`config.mk`:
```
export PLATFORM = sky130hd
export DESIGN_NAME = rv32_mc_sequencer
export DESIGN_NICKNAME = d
export VERILOG_FILES = /design/src/rtl/rv32_mc_sequencer.sv
export SDC_FILE = /design/constraint.sdc
export NUM_CORES = 1
export LEC_CHECK = 0
export ABC_AREA = 1
export BUFFER_PORTS_ARGS = -buffer_cell sky130_fd_sc_hd__buf_2
export CELL_PAD_IN_SITES_DETAIL_PLACEMENT = 0
export CELL_PAD_IN_SITES_GLOBAL_PLACEMENT = 1
export CORE_AREA = 2 2 132 134
export DETAILED_ROUTE_END_ITERATION = 8
export DIE_AREA = 0 0 134 136
export GPL_ROUTABILITY_DRIVEN = 0
export PLACE_DENSITY_LB_ADDON = 0.3
export SLEW_MARGIN = 20
export SYNTH_ARGS = -nofsm -noshare
export SYNTH_HDL_FRONTEND = slang
export SYNTH_SLANG_ARGS = --single-unit
```
`constraint.sdc`:
```
create_clock -name clk -period 3.4 [get_ports clk]
set_input_delay 0.17 -clock clk [delete_from_list [all_inputs] [get_ports clk]]
set_output_delay 0.17 -clock clk [all_outputs]
set_load 0.01 [all_outputs]
```
`src/rtl/rv32_mc_sequencer.sv`:
```
// Multi-cycle FETCH/FWAIT/DECODE/EXEC/MEM/MWAIT/WB sequencer for an RV32I core.
// Gates decoder strobes by state, drives imem/dmem handshakes, traps on illegal opcodes and bus timeouts.
module rv32_mc_sequencer #(
   parameter int MEM_TIMEOUT = 255,
   parameter int CNT_W       = 32
) (
   input  logic             clk,
   input  logic             rst,
   input  logic             run_i,
   input  logic [31:0]      instruction,
   input  logic             imem_rdata_valid,
   input  logic             imem_gnt,
   input  logic             dmem_gnt,
   input  logic             dmem_rvalid,
   input  logic             pcsel_i,
   input  logic             regwen_i,
   output logic             imem_req,
   output logic             dmem_req,
   output logic             dmem_we,
   output logic             ir_we,
   output logic             pc_we,
   output logic             pc_sel_o,
   output logic             reg_we,
   output logic             busy,
   output logic             halted,
   output logic [1:0]       trap_cause,
   output logic [CNT_W-1:0] cycle_cnt,
   output logic [CNT_W-1:0] instret_cnt
);

   typedef enum logic [2:0] {
      S_FETCH, S_FWAIT, S_DECODE, S_EXEC, S_MEM, S_MWAIT, S_WB, S_TRAP
   } state_t;

   localparam logic [6:0] OP_LUI    = 7'b0110111;
   localparam logic [6:0] OP_AUIPC  = 7'b0010111;
   localparam logic [6:0] OP_JAL    = 7'b1101111;
   localparam logic [6:0] OP_JALR   = 7'b1100111;
   localparam logic [6:0] OP_BRANCH = 7'b1100011;
   localparam logic [6:0] OP_LOAD   = 7'b0000011;
   localparam logic [6:0] OP_STORE  = 7'b0100011;
   localparam logic [6:0] OP_IMM    = 7'b0010011;
   localparam logic [6:0] OP_REG    = 7'b0110011;

   localparam logic [CNT_W-1:0] TMO_LIMIT = CNT_W'(MEM_TIMEOUT);

   state_t           state;
   logic             is_mem;
   logic             is_store;
   logic [CNT_W-1:0] tmo_cnt;
   logic [CNT_W-1:0] tmo_next;
   logic             tmo_hit;
   logic [6:0]       opcode;
   logic             op_legal;
   logic             op_load;
   logic             op_store;
   logic             unused_ir_bits;

   assign opcode         = instruction[6:0];
   assign op_load        = (opcode == OP_LOAD);
   assign op_store       = (opcode == OP_STORE);
   assign unused_ir_bits = ^instruction[31:7];

   // NOTE: every variable written in always_comb gets a default first, so no latch is inferred.
   always_comb begin
      op_legal = 1'b0;
      case (opcode)
         OP_LUI, OP_AUIPC, OP_JAL, OP_JALR, OP_BRANCH,
         OP_LOAD, OP_STORE, OP_IMM, OP_REG: op_legal = 1'b1;
         default:                           op_legal = 1'b0;
      endcase
   end

   // The count includes the current waiting cycle, so the trap fires on the MEM_TIMEOUT-th idle cycle.
   assign tmo_next = tmo_cnt + CNT_W'(1);
   assign tmo_hit  = (tmo_next == TMO_LIMIT);

   // NOTE: sequential state uses non-blocking assignments only, so every register samples pre-edge values.
   always_ff @(posedge clk or posedge rst) begin
      if (rst) begin
         state       <= S_FETCH;
         is_mem      <= 1'b0;
         is_store    <= 1'b0;
         tmo_cnt     <= '0;
         trap_cause  <= 2'b00;
         cycle_cnt   <= '0;
         instret_cnt <= '0;
      end else begin
         if (state != S_TRAP) cycle_cnt <= cycle_cnt + CNT_W'(1);
         case (state)
            S_FETCH: begin
               if (run_i) begin
                  if (imem_gnt) begin
                     state   <= S_FWAIT;
                     tmo_cnt <= '0;
                  end else if (tmo_hit) begin
                     state      <= S_TRAP;
                     trap_cause <= 2'b10;
                  end else begin
                     tmo_cnt <= tmo_next;
                  end
               end
            end
            S_FWAIT: begin
               if (imem_rdata_valid) begin
                  state <= S_DECODE;
               end else if (tmo_hit) begin
                  state      <= S_TRAP;
                  trap_cause <= 2'b10;
               end else begin
                  tmo_cnt <= tmo_next;
               end
            end
            S_DECODE: begin
               if (op_legal) begin
                  state    <= S_EXEC;
                  is_mem   <= op_load | op_store;
                  is_store <= op_store;
               end else begin
                  state      <= S_TRAP;
                  trap_cause <= 2'b01;
               end
            end
            S_EXEC: begin
               if (is_mem) begin
                  state   <= S_MEM;
                  tmo_cnt <= '0;
               end else begin
                  state <= S_WB;
               end
            end
            S_MEM: begin
               if (dmem_gnt) begin
                  if (is_store) begin
                     state <= S_WB;
                  end else begin
                     state   <= S_MWAIT;
                     tmo_cnt <= '0;
                  end
               end else if (tmo_hit) begin
                  state      <= S_TRAP;
                  trap_cause <= 2'b11;
               end else begin
                  tmo_cnt <= tmo_next;
               end
            end
            S_MWAIT: begin
               if (dmem_rvalid) begin
                  state <= S_WB;
               end else if (tmo_hit) begin
                  state      <= S_TRAP;
                  trap_cause <= 2'b11;
               end else begin
                  tmo_cnt <= tmo_next;
               end
            end
            S_WB: begin
               instret_cnt <= instret_cnt + CNT_W'(1);
               state       <= S_FETCH;
               tmo_cnt     <= '0;
            end
            S_TRAP:  state <= S_TRAP;
            default: state <= S_TRAP;
         endcase
      end
   end

   // The fetch request and IR load must act in the same cycle as run_i / rvalid; rst drops the request at once.
   assign imem_req = (state == S_FETCH) & run_i & ~rst;
   assign ir_we    = (state == S_FWAIT) & imem_rdata_valid;
   assign dmem_req = (state == S_MEM);
   assign dmem_we  = (state == S_MEM) & is_store;
   assign pc_we    = (state == S_WB);
   assign pc_sel_o = (state == S_WB) & pcsel_i;
   assign reg_we   = (state == S_WB) & regwen_i;
   assign halted   = (state == S_TRAP);
   assign busy     = ~rst & (state != S_TRAP) & ~((state == S_FETCH) & ~run_i);

endmodule

```
==> out/metrics.cfg <==
[placement]
place_ws_ps = 628.7
port_buffers = 90
post_dp_cell_area_sq_mm = 0.007493
dp_hpwl_um = 12860

[min_path]
hold_start = instruction[5]
hold_class = primary input to flop

[clock_network]
clock_sinks = 103
cts_buffers = 9
clk_pin_slew_ps = 80
clkLatencyLatePin_ps = 370
htree_levels = 3
clockBufferDepth = 2
clock-root-buffer = clkbuf_16
cts_tree = yes

[synthesis]
ys_top_cells_by_area = dfrtp_1 38%, nand2_1 12%, nor2_1 6.9%
yosysSeqAreaShare_pct = 37.81
synth-edff-count = 0
netlist_area_sq_mm = 0.006818
syn_inst = 926
syn_nets = 971
synth_most_common_cell = nand2_1
synth.distinct_cells = 41
syn_area_per_cell_sq_um = 7.363
ys_warn_count = 0
synth_seq_cells = 103
synth_ff_type = dfrtp_1
synth_top_cell_by_area = dfrtp_1
synth_top_area_share_pct = 37.81
ys_async_sr_fraction_pct = 100.0
synthTopCellsByCount = 225 x nand2_1, 125 x nor2_1, 116 x inv_1

[global_route]
grt_pass1_vias = 5592
grtUsageTotal_pct = 19.21
grt_max_degree = 47
antenna_found_initial = 0
grt_pass1_wl_um = 28150
grt.overflow.total = 0

[critical_path]
cp_data_required_time_ps = 3650
cp_max_fo = 26
worstReg2RegStart = tmo_cnt[1]
crit_path_end_kind = flop
crit_start = tmo_cnt[1]
cp-start-kind = flop
worstPathArrival_ps = 3000
path_class = flop to flop

[sta]
worst_pin_slew_ps = 708.0
period_share_pct = 80.91
drv_slew = 0
slew_headroom_pct = 52.63
skew_ps = 16.34
setup_violations = 0
setup_tns_ps = 0
period_needed_ps = 2751
final.setup.worst_slack_ps = 649.1
fmax_mhz = 363.5
grt_setup_unrepaired = false
hold_viol = 0

[pwr]
ir_drop_uv = 321.8
p_int_mw = 2.768
switching_share_pct = 43.51
power_leakage_nw = 3.881
p_seq_share_pct = 35.5
combPwrFrac_pct = 42.6
powerDensity_mw_per_mm2 = 628.0
p_switching_mw = 2.132
p_clk_share_pct = 21.9
power_mw = 4.900

[layout]
fill_cells = 1742
register_area_sq_mm = 0.002577
final_core_util_pct = 46.23
fin_area_sq_mm = 0.007802
drive_gt1_share_pct = 18.90
area_growth_syn_to_layout_pct = 14.44
antenna_cells = 0
multi_input_area_sq_mm = 0.003637
fin_nets = 1061

[die]
die_y_um = 136
initial_core_util_pct = 40.40
num_io_pins = 116
fp.dieW_um = 134
row_count = 48
fp.coreArea_sq_mm = 0.01688
die-area_sq_mm = 0.01822

[outcome]
outcome = complete, no violations

[drt]
drt-initial-drc-count = 272
wirelength_um = 16730
wl_per_cell_um = 13.43
viasPerCell = 4.787
vias = 5965
drt_first_pass_iters = 5
final_antenna_net_count = 0
route.detailed.drc = 0

[flow_run]
drv_cap = 0

==> cell usage in the layout, fill, tap and decap left out, types with 7 or more instances in the layout <==
cell	instances
buf_2	90
clkbuf_16	9
nand3_1	61
nor2_4	10
nand3_2	21
xor2_1	36
a21oi_1	26
o21ai_0	28
inv_2	7
nand2_1	225
inv_1	115
nor4_1	8
dfrtp_1	103
xnor2_1	23
nand4_1	19
nand2_2	13
nor3_1	30
nor2_2	13
nand3b_1	8
nor2_1	124
==> critical path, cell delays in order (launching register included) <==
cell and delay, ps:
dfrtp_1 440, ha_1 260, nand3_2 120, nor2_2 230, nand2_1 180, inv_2 90, nand2_1 50, nand2_1 50
nand2_1 100, nor2_2 140, nand2_4 60, nor2_4 130, nand3_4 300, buf_12 290, a21oi_1 130, nor2_1 60
==> routing by layer <==
metal / vias up / part of all wire, % / wire length, um / GRT usage [%]
met5: - / 0 / 0 / 0
li1: 3135 / - / - / -
met4: 0 / 0.72 / 120 / 4.492
met1: 2747 / 51 / 8521 / 27.53
met2: 79 / 45 / 7549 / 30.09
met3: 4 / 3.2 / 543 / 3.579
==> repair_timing <==
| item | CTS | global route |
|---|---|---|
| endpoints found under the setup margin | 0 | 0 |
| endpoints found under the hold margin | 43 | 0 |
| gates resized for setup | 0 | 0 |
| hold buffers | 1 | 0 |
| buffers inserted | 0 | 0 |
==> area by class of cell <==
| type | instances | share of cell area [%] |
|---|---|---|
| inverter | 123 | 5.949 |
| tap | 225 | 3.608 |
| multi-input combinational | 682 | 46.62 |
| clock inverter | 6 | 0.7697 |
| sequential | 103 | 33.03 |
| timing repair buffer | 97 | 6.960 |
| clock buffer | 10 | 3.063 |
==> flip-flops by register name (all words and copies together) (netlist names) <==
| signal | cells |
|---|---|
| cycle_cnt | 32 |
| instret_cnt | 32 |
| is_mem | 1 |
| is_store | 1 |
| state | 3 |
| tmo_cnt | 32 |
| trap_cause | 2 |
==> logic make-up after synthesis <==
group | Yosys count | synth area share, %
simple gates | 547 | 39.03
buf+inv | 141 | 8.956
flops | 103 | 37.81
compound gates | 72 | 5.891
xor+xnor | 59 | 7.579
fa+ha+maj | 4 | 0.7341
==> final timing paths <==
kind / endpoint / slack, ps / cells after the start
worst max-delay path: tmo_cnt[8] / 650 / 15
worst min-delay path: is_store / 70 / 3
worst max register to register: tmo_cnt[8] / 650 / 15
worst min register to register: instret_cnt[31] / 470 / 1
max in group asynchronous: tmo_cnt[17] / 2140 / 4
min in group asynchronous: cycle_cnt[26] / 430 / 3
==> per-stage QoR <==
| stage | instances | hold WS, ps |
|---|---|---|
| after global placement | 1229 | 283.0 |
| final | 1246 | 73.60 |
| after floorplan | 926 | 311.3 |
| after detailed placement | 1229 | 289.9 |
| after global routing | 1246 | 96.95 |
| after CTS | 1246 | 79.30 |
==> power groups by stage <==
stage	sequential (mW)	clock (mW)	combinational [mW]
finish	1.74	1.07	2.09
global route	1.78	1.14	2.40
CTS	1.74	1.10	2.12
detailed placement	1.76	0	2.12
global placement	1.76	0	2.09
floorplan	1.70	0	1.70
(Power assumes the default switching activity.)
